`src/rtl/shared_reg_arbiter_if.sv`:
```
// Request/grant bundle for shared_reg_arbiter.
// master = requesters side, slave = arbiter side.
interface shared_reg_arbiter_if #(
    parameter int N_REQ  = 4,
    parameter int DATA_W = 8
);
    logic [N_REQ-1:0]        req_i;
    logic [N_REQ*DATA_W-1:0] data_i;
    logic [N_REQ-1:0]        gnt_o;
    logic [DATA_W-1:0]       q_o;
    logic                    busy_o;
    logic                    timeout_o;

    modport master (
        output req_i, data_i,
        input  gnt_o, q_o, busy_o, timeout_o
    );

    modport slave (
        input  req_i, data_i,
        output gnt_o, q_o, busy_o, timeout_o
    );
endinterface

```
`src/rtl/shared_reg_arbiter.sv`:
```
// Round-robin arbiter guarding one shared register.
// Define SHARED_REG_ARB_TIMEOUT_EN to bound each tenure to MAX_HOLD cycles.
module shared_reg_arbiter #(
    parameter int N_REQ    = 4,
    parameter int DATA_W   = 8,
    parameter int MAX_HOLD = 4
) (
    input logic             clk,
    input logic             reset,
    shared_reg_arbiter_if.slave bus
);
    localparam int PTR_W = (N_REQ > 1) ? $clog2(N_REQ) : 1;
    localparam logic [PTR_W:0] NREQ_W = (PTR_W+1)'(N_REQ);

    typedef enum logic {IDLE, GRANT} state_e;

    state_e            state_q, state_d;
    logic [N_REQ-1:0]  gnt_q, gnt_d;
    logic [PTR_W-1:0]  owner_q, owner_d;
    logic [PTR_W-1:0]  rr_ptr_q, rr_ptr_d;
    logic [DATA_W-1:0] q_q, q_d;

    logic [DATA_W-1:0]  slice [N_REQ];
    logic [2*N_REQ-1:0] req_dbl;
    logic [N_REQ-1:0]   req_rot;
    logic [PTR_W-1:0]   off;
    logic [PTR_W:0]     sum;
    logic [PTR_W:0]     nxt;
    logic [PTR_W-1:0]   pick;
    logic [PTR_W-1:0]   pick_nxt;
    logic               found;

`ifdef SHARED_REG_ARB_TIMEOUT_EN
    localparam int HOLD_W = $clog2(MAX_HOLD + 1);
    logic [HOLD_W-1:0] hold_q, hold_d;
    logic              timeout_q, timeout_d;
`endif

    always_comb begin
        for (int i = 0; i < N_REQ; i++) begin
            slice[i] = bus.data_i[i*DATA_W +: DATA_W];
        end
    end

    // Rotate requests so offset 0 is rr_ptr, then take the lowest offset.
    always_comb begin
        req_dbl = {bus.req_i, bus.req_i} >> rr_ptr_q;
        req_rot = req_dbl[N_REQ-1:0];
        off     = '0;
        found   = 1'b0;
        for (int i = N_REQ - 1; i >= 0; i--) begin
            if (req_rot[i]) begin
                off   = PTR_W'(i);
                found = 1'b1;
            end
        end
        sum = {1'b0, rr_ptr_q} + {1'b0, off};
        if (sum >= NREQ_W) begin
            sum = sum - NREQ_W;
        end
        pick = sum[PTR_W-1:0];
        nxt  = {1'b0, pick} + (PTR_W+1)'(1);
        if (nxt == NREQ_W) begin
            nxt = '0;
        end
        pick_nxt = nxt[PTR_W-1:0];
    end

    always_comb begin
        state_d  = state_q;
        gnt_d    = gnt_q;
        owner_d  = owner_q;
        rr_ptr_d = rr_ptr_q;
        q_d      = q_q;
`ifdef SHARED_REG_ARB_TIMEOUT_EN
        hold_d    = hold_q;
        timeout_d = 1'b0;
`endif
        unique case (state_q)
            IDLE: begin
                if (found) begin
                    state_d  = GRANT;
                    owner_d  = pick;
                    gnt_d    = N_REQ'(1) << pick;
                    rr_ptr_d = pick_nxt;
`ifdef SHARED_REG_ARB_TIMEOUT_EN
                    hold_d = '0;
`endif
                end
            end
            GRANT: begin
                if (bus.req_i[owner_q]) begin
                    q_d = slice[owner_q];
`ifdef SHARED_REG_ARB_TIMEOUT_EN
                    hold_d = hold_q + HOLD_W'(1);
                    if (hold_q == HOLD_W'(MAX_HOLD - 1)) begin
                        state_d   = IDLE;
                        gnt_d     = '0;
                        timeout_d = 1'b1;
                    end
`endif
                end else begin
                    state_d = IDLE;
                    gnt_d   = '0;
                end
            end
            default: begin
                state_d = IDLE;
                gnt_d   = '0;
            end
        endcase
    end

    always_ff @(posedge clk or posedge reset) begin
        if (reset) begin
            state_q  <= IDLE;
            gnt_q    <= '0;
            owner_q  <= '0;
            rr_ptr_q <= '0;
            q_q      <= '0;
`ifdef SHARED_REG_ARB_TIMEOUT_EN
            hold_q    <= '0;
            timeout_q <= 1'b0;
`endif
        end else begin
            state_q  <= state_d;
            gnt_q    <= gnt_d;
            owner_q  <= owner_d;
            rr_ptr_q <= rr_ptr_d;
            q_q      <= q_d;
`ifdef SHARED_REG_ARB_TIMEOUT_EN
            hold_q    <= hold_d;
            timeout_q <= timeout_d;
`endif
        end
    end

    assign bus.gnt_o  = gnt_q;
    assign bus.q_o    = q_q;
    assign bus.busy_o = |gnt_q;
`ifdef SHARED_REG_ARB_TIMEOUT_EN
    assign bus.timeout_o = timeout_q;
`else
    assign bus.timeout_o = 1'b0;
`endif
endmodule
```
`src/flat_wrapper.sv`:
```
// flat-port wrapper written by rule: the top's interface ports become plain ports
module shared_reg_arbiter_flat 
#(
    parameter int N_REQ    = 4,
    parameter int DATA_W   = 8,
    parameter int MAX_HOLD = 4
)
  (clk, reset, bus_req_i, bus_data_i, bus_gnt_o, bus_q_o, bus_busy_o, bus_timeout_o);
  shared_reg_arbiter_if #(.N_REQ(N_REQ), .DATA_W(DATA_W)) bus_i ();
  input logic clk;
  input logic reset;
  input wire logic [$bits(bus_i.req_i)-1:0] bus_req_i;
  input wire logic [$bits(bus_i.data_i)-1:0] bus_data_i;
  output wire logic [$bits(bus_i.gnt_o)-1:0] bus_gnt_o;
  output wire logic [$bits(bus_i.q_o)-1:0] bus_q_o;
  output wire logic [$bits(bus_i.busy_o)-1:0] bus_busy_o;
  output wire logic [$bits(bus_i.timeout_o)-1:0] bus_timeout_o;
  assign bus_i.req_i = bus_req_i;
  assign bus_i.data_i = bus_data_i;
  assign bus_gnt_o = bus_i.gnt_o;
  assign bus_q_o = bus_i.q_o;
  assign bus_busy_o = bus_i.busy_o;
  assign bus_timeout_o = bus_i.timeout_o;
  shared_reg_arbiter #(.N_REQ(N_REQ), .DATA_W(DATA_W), .MAX_HOLD(MAX_HOLD)) u_core (.clk(clk), .reset(reset), .bus(bus_i));
endmodule
```
`config.mk`:
```
export PLATFORM = sky130hd
export DESIGN_NAME = shared_reg_arbiter_flat
export DESIGN_NICKNAME = d
export VERILOG_FILES = /design/src/rtl/shared_reg_arbiter_if.sv /design/src/rtl/shared_reg_arbiter.sv /design/src/flat_wrapper.sv
export SDC_FILE = /design/constraint.sdc
export NUM_CORES = 1
export LEC_CHECK = 0
export BUFFER_PORTS_ARGS = -buffer_cell sky130_fd_sc_hd__buf_2
export CAP_MARGIN = 10
export CORE_MARGIN = 5
export CORE_UTILIZATION = 30
export CTS_BUF_LIST = sky130_fd_sc_hd__clkbuf_4 sky130_fd_sc_hd__clkbuf_8
export DETAILED_ROUTE_END_ITERATION = 8
export PLACE_DENSITY_LB_ADDON = 0.15
export SETUP_SLACK_MARGIN = 0.02
export SLEW_MARGIN = 0
export SYNTH_ARGS = -nofsm -noshare
export SYNTH_HDL_FRONTEND = slang
export SYNTH_SLANG_ARGS = --single-unit
```
`constraint.sdc`:
```
create_clock -name clk -period 4.3 [get_ports clk]
set_input_delay 0.86 -clock clk [delete_from_list [all_inputs] [get_ports clk]]
set_output_delay 0.86 -clock clk [all_outputs]
set_load 0.05 [all_outputs]
```
---- Yosys cells after proc, flatten, opt, wreduce, memory -nomap -nowiden ----
Cells that the tools add are included.
word-level totals
  bits in registers ....................... 17
  logic and storage cells ................. 43
cells by class
  add/subtract/negate cells ............... 3
  order comparisons ....................... 3
  equality and inequality tests ........... 3
  shifts and indexed selects .............. 2
  muxes and demuxes ....................... 21
  bitwise gates (word level) .............. 2
  reductions and logical operators ........ 4
operator list
  kind                 count
  $bmux 8 s2           1
  $mux 8               2
  $mux 2               6
  $mux 4               2
  $pmux 4 s2           1
  $shr 8x2->4          1
  $mux 1               7
  $ge 3x3->1 const B   2
  $reduce_and 2->1     3
  $reduce_or 4->1      1
  $shl 1x2->4 const A  1
  $add 2x1->3 const B  1
  $add 2x2->3          1
  $eq 3x3->1 const B   1
  $lt 2x3->1 const B   1
  $not 2->3            1
  $bmux 1 s2           1
  $ne 2x1->1 const B   1
  $ne 2x2->1 const B   1
  $pmux 1 s2           1
  $sub 2x1->2 const B  1
  $not 1->1            1

---- Logic depth before layout (Yosys ltp) ----
  depth after elaboration ................. 11
  depth in mapped cells ................... 9
  depth with buffers taken out ............ 9

---- Least setup slack after synthesis ----
Ideal clock, no wire load.
  path type ............................... input -> register
  from .................................... input bus_req_i[2]
  to ...................................... register u_core.rr_ptr_q[1]
  arrival time ............................ 2.673 ns
  data required time ...................... 4.175 ns
  setup slack ............................. 1.502 ns
  cell stages on the path ................. 8
  path buffers ............................ 1
  cell sequence ........................... buf_4 or4_1 o2111ai_1 ha_1 xor2_1 xnor2_2 ha_1 mux2_2
between the ends
  word-level cells in the longest chain between the ends .. 11
RTL lines
  what                                       RTL line                                            source
  from (decl)                                flat_wrapper.sv:12                                  input wire logic [$bits(bus_i.req_i)-1:0] bus_req_i;
  $shr 8x2->4 (*)                            shared_reg_arbiter.sv:47                            req_dbl = {bus.req_i, bus.req_i} >> rr_ptr_q;
  $mux 2 (3 in series)                       shared_reg_arbiter.sv:52                            if (req_rot[i]) begin
  $mux 2 (*)                                 shared_reg_arbiter.sv:52
  $add 2x2->3 (*)                            shared_reg_arbiter.sv:57                            sum = {1'b0, rr_ptr_q} + {1'b0, off};
  $ge 3x3->1 or $sub 2x1->2 (tied branches)  shared_reg_arbiter.sv:58, shared_reg_arbiter.sv:59
  $mux 2 (*)                                 shared_reg_arbiter.sv:58                            if (sum >= NREQ_W) begin
  $add 2x1->3 (*)                            shared_reg_arbiter.sv:62                            nxt = {1'b0, pick} + (PTR_W+1)'(1);
  $eq 3x3->1                                 shared_reg_arbiter.sv:63                            if (nxt == NREQ_W) begin
  $mux 2 (*)                                 shared_reg_arbiter.sv:63
  named net u_core.nxt[1]                    shared_reg_arbiter.sv:28                            logic [PTR_W:0] nxt;
  to (signal assigned)                       shared_reg_arbiter.sv:129                           rr_ptr_q <= rr_ptr_d;
  to (decl)                                  shared_reg_arbiter.sv:20                            logic [PTR_W-1:0] rr_ptr_q, rr_ptr_d;
Mark *: on every way through the listed nets, which the timed path passes. The rest lies on a longest branch.
A chain may end at the register's enable or synchronous reset.

---- Final worst setup path ----
Ends and elaborated chain as after synthesis.

==> flow_summary.ini <==
[clock_tree]
cts_max_path_buffers = 2
insertion_delay_ns = 0.25
numCtsBuffers = 3
postCtsSetupBuffers = 0
tritoncts = built
clkTransAtPathRegs_ns = 0.06
cts_sinks = 17
cts_hold_buf = 0
cts-htree-levels = 1
root_buffer = clkbuf_8
post_cts_resized = 0

[sta]
rsz0062_at_grt = no
final.setup.tns_ns = 0
final_hold_viol_count = 0
setup_slack_ns = 1.65
setup_viol = 0
maxSlewViolCount = 0
skew_ns = 0.00265
slew_headroom_pct = 56.9
timing.final.crit_share_pct = 61.7
fin_crit_ns = 2.65
worst_pin_slew_ns = 0.646
fmax_ghz = 0.377

[placed_design]
place_congestion = 0.673
dpl_cell_area_um2 = 1400
io_buffers = 50
placed_cells = 179
hpwl_um = 1970
post-place-ws_ns = 1.38

[global_route]
grt_pass1_vias = 922
grt_pass1_wl_um = 4050
grt_start_max_net_pins = 18
track_usage_pct = 10.1
overflow = 0
antenna_found_initial = 0

[setup_path]
crit_path_end_kind = register
critPathKind = input port to register
crit_path_start_kind = input port
cp_common_cell = ha_1
rrSetupSlack_ns = 1.85
path_cells = buf_2 > or4_1 > o2111ai_1 > ha_1 > xor2_1 > xnor2_2 > ha_1 > mux2_2
cpPeakStageDelay_ns = 0.50
crit_fanout = 10
arrival_ns = 2.79
critPathRequiredTime_ns = 4.44
slowest_stage = or4_1

[power]
seqPwrFrac_pct = 29.7
ir_drop_v = 0.000204
switching_share_pct = 46.8
power_leakage_nw = 0.698
p_clk_share_pct = 11.1
powerDensity_nw_per_um2 = 778
power.internal_mw = 0.599
p_comb_share_pct = 59.2
total_switching_power_mw = 0.527

[logic_synthesis]
yosysSeqAreaShare_pct = 37.4
synth_mux_area_share_pct = 31.4
syn-num-nets = 128
synth.area.top_cells = dfrtp_1 37%, mux4_1 19%, mux2_2 11%
synthAdderAreaFrac_pct = 3.30
synth_top_family_by_area = multiplexers
yosysWarnings = 0
synth_top_cell_area_share_pct = 37.4
syn-cell-area_um2 = 1140
syn_avg_cell_area_um2 = 13.1
synth_largest_area_cell = dfrtp_1
synth_xor_area_share_pct = 2.20
ys_types = 31
syn_inst = 87
yosys.area_share.simple_pct = 9.80
synth_compound_area_share_pct = 10.0
ys_seq_elements = 17

[die]
die_y_um = 71.5
start_util_pct = 31.0
dieWidth_um = 71.5
coreArea_um2 = 3660
std_cell_rows = 22
io_pins = 52
die_area_um2 = 5120

[route]
via_per_inst = 4.93
drt_iter0_drc = 17
ant_nets = 0
drc_errors = 0
wirelength_um = 2530
drt_first_pass_iters = 4
vias = 902
avgRoutedWirePerCell_um = 13.8

[hold_path]
hold_path_class = register to register

[cells_and_area]
fillers = 377
regArea_um2 = 425
fin_area_um2 = 1450
area_delta_synth_final_pct = 27.4
final_cells = 183
diodes = 0
multi_input_area_um2 = 648
drive_gt1_share_pct = 52.6
nets = 177
final_common_cell = buf_2
most-common-layout-cells = 50 x buf_2, 17 x dfrtp_1, 11 x mux2_2

[outcome]
outcome = finished, final reports clean

[flow_run]
cap_violations = 0
-- per-stage QoR --
stage	util, %	hold slack, ns	power (mW)
final	39.5	0.497	1.13
after global routing	39.5	0.515	1.21
after CTS	39.5	0.504	1.14
after detailed placement	38.2	0.488	1.01
after global placement	38.2	0.485	1.00
after floorplan	-	0.580	0.878
-- kinds of logic after synthesis --
family                   Yosys count
buffers and inverters             10
AO/OA/AOI/OAI                     14
other                              1
flip-flops                        17
adder cells (fa/ha/maj)            3
XOR/XNOR                           2
multiplexers                      20
AND/OR/NAND/NOR                   20
-- critical path, delay by kind of cell --
| family | cells | cell delay (ns) |
|---|---|---|
| buf+inv | 1 | 0.16 |
| fa+ha+maj | 2 | 0.48 |
| simple gates | 1 | 0.50 |
| compound gates | 1 | 0.12 |
| mux | 1 | 0.27 |
| xor+xnor | 2 | 0.40 |
-- power groups by stage --
| stage | Combinational [mW] | Clock (mW) | Sequential (mW) |
|---|---|---|---|
| floorplan | 0.422 | 0 | 0.456 |
| global placement | 0.665 | 0 | 0.338 |
| detailed placement | 0.667 | 0 | 0.342 |
| CTS | 0.675 | 0.131 | 0.337 |
| global route | 0.716 | 0.136 | 0.355 |
| finish | 0.667 | 0.125 | 0.335 |
-- synthesized netlist by cell type --
cell type and number:
nor2_1 7, a31oi_1 1, inv_1 4, dfrtp_1 17, xor2_1 1, conb_1 1
o21ai_0 3, o211ai_1 1, nand2_4 1, mux2_2 11, mux4_2 1, nor4_2 1
o21a_1 1, o2111ai_1 1, and3_1 1, o41ai_1 1, a32oi_2 1, buf_2 2
or2b_1 1, a22o_1 2, buf_6 2, nand2b_1 1, o21ai_2 1, ha_1 3
nor3_1 3, mux4_1 8, buf_4 2, xnor2_2 1, nand2_1 3, or4_1 2
o32ai_1 2
-- per-layer routing --
layer  global-route usage [%]  up-vias  part of all wire [%]
met5                        0        -                     0
met2                     17.2       28                    52
met3                     1.54        5                   6.3
met4                     6.26        0                   2.2
met1                     11.8      435                    39
li1                         -      434                     -
-- area by class of cell --
type,count,area share (%)
well taps,48,4.15
flip-flops and latches,17,29.4
inverters,4,1.04
repair buffers,50,17.3
multi-input cells,60,44.8
clock buffers,4,3.37
-- sequential cells by signal (all words and copies together) (netlist names) --
name and flops:
u_core.owner_q 2, u_core.bus.q_o 8, u_core.bus.gnt_o 4, u_core.state_q 1
u_core.rr_ptr_q 2
-- final timing paths --
check                                             endpoint  cells past startpoint                       startpoint
max                         u_core.rr_ptr_q[1]$_DFFE_PP0P_                      8                     bus_req_i[2]
min                        u_core.bus.gnt_o[1]$_DFFE_PP0P_                      2  u_core.bus.gnt_o[1]$_DFFE_PP0P_
max reg2reg                 u_core.rr_ptr_q[1]$_DFFE_PP0P_                      7   u_core.rr_ptr_q[0]$_DFFE_PP0P_
min reg2reg                u_core.bus.gnt_o[1]$_DFFE_PP0P_                      2  u_core.bus.gnt_o[1]$_DFFE_PP0P_
max in group asynchronous    u_core.bus.q_o[7]$_DFFE_PP0P_                      2                            reset
min in group asynchronous    u_core.bus.q_o[0]$_DFFE_PP0P_                      2                            reset
No activity file was read; power rests on OpenSTA's default activity.
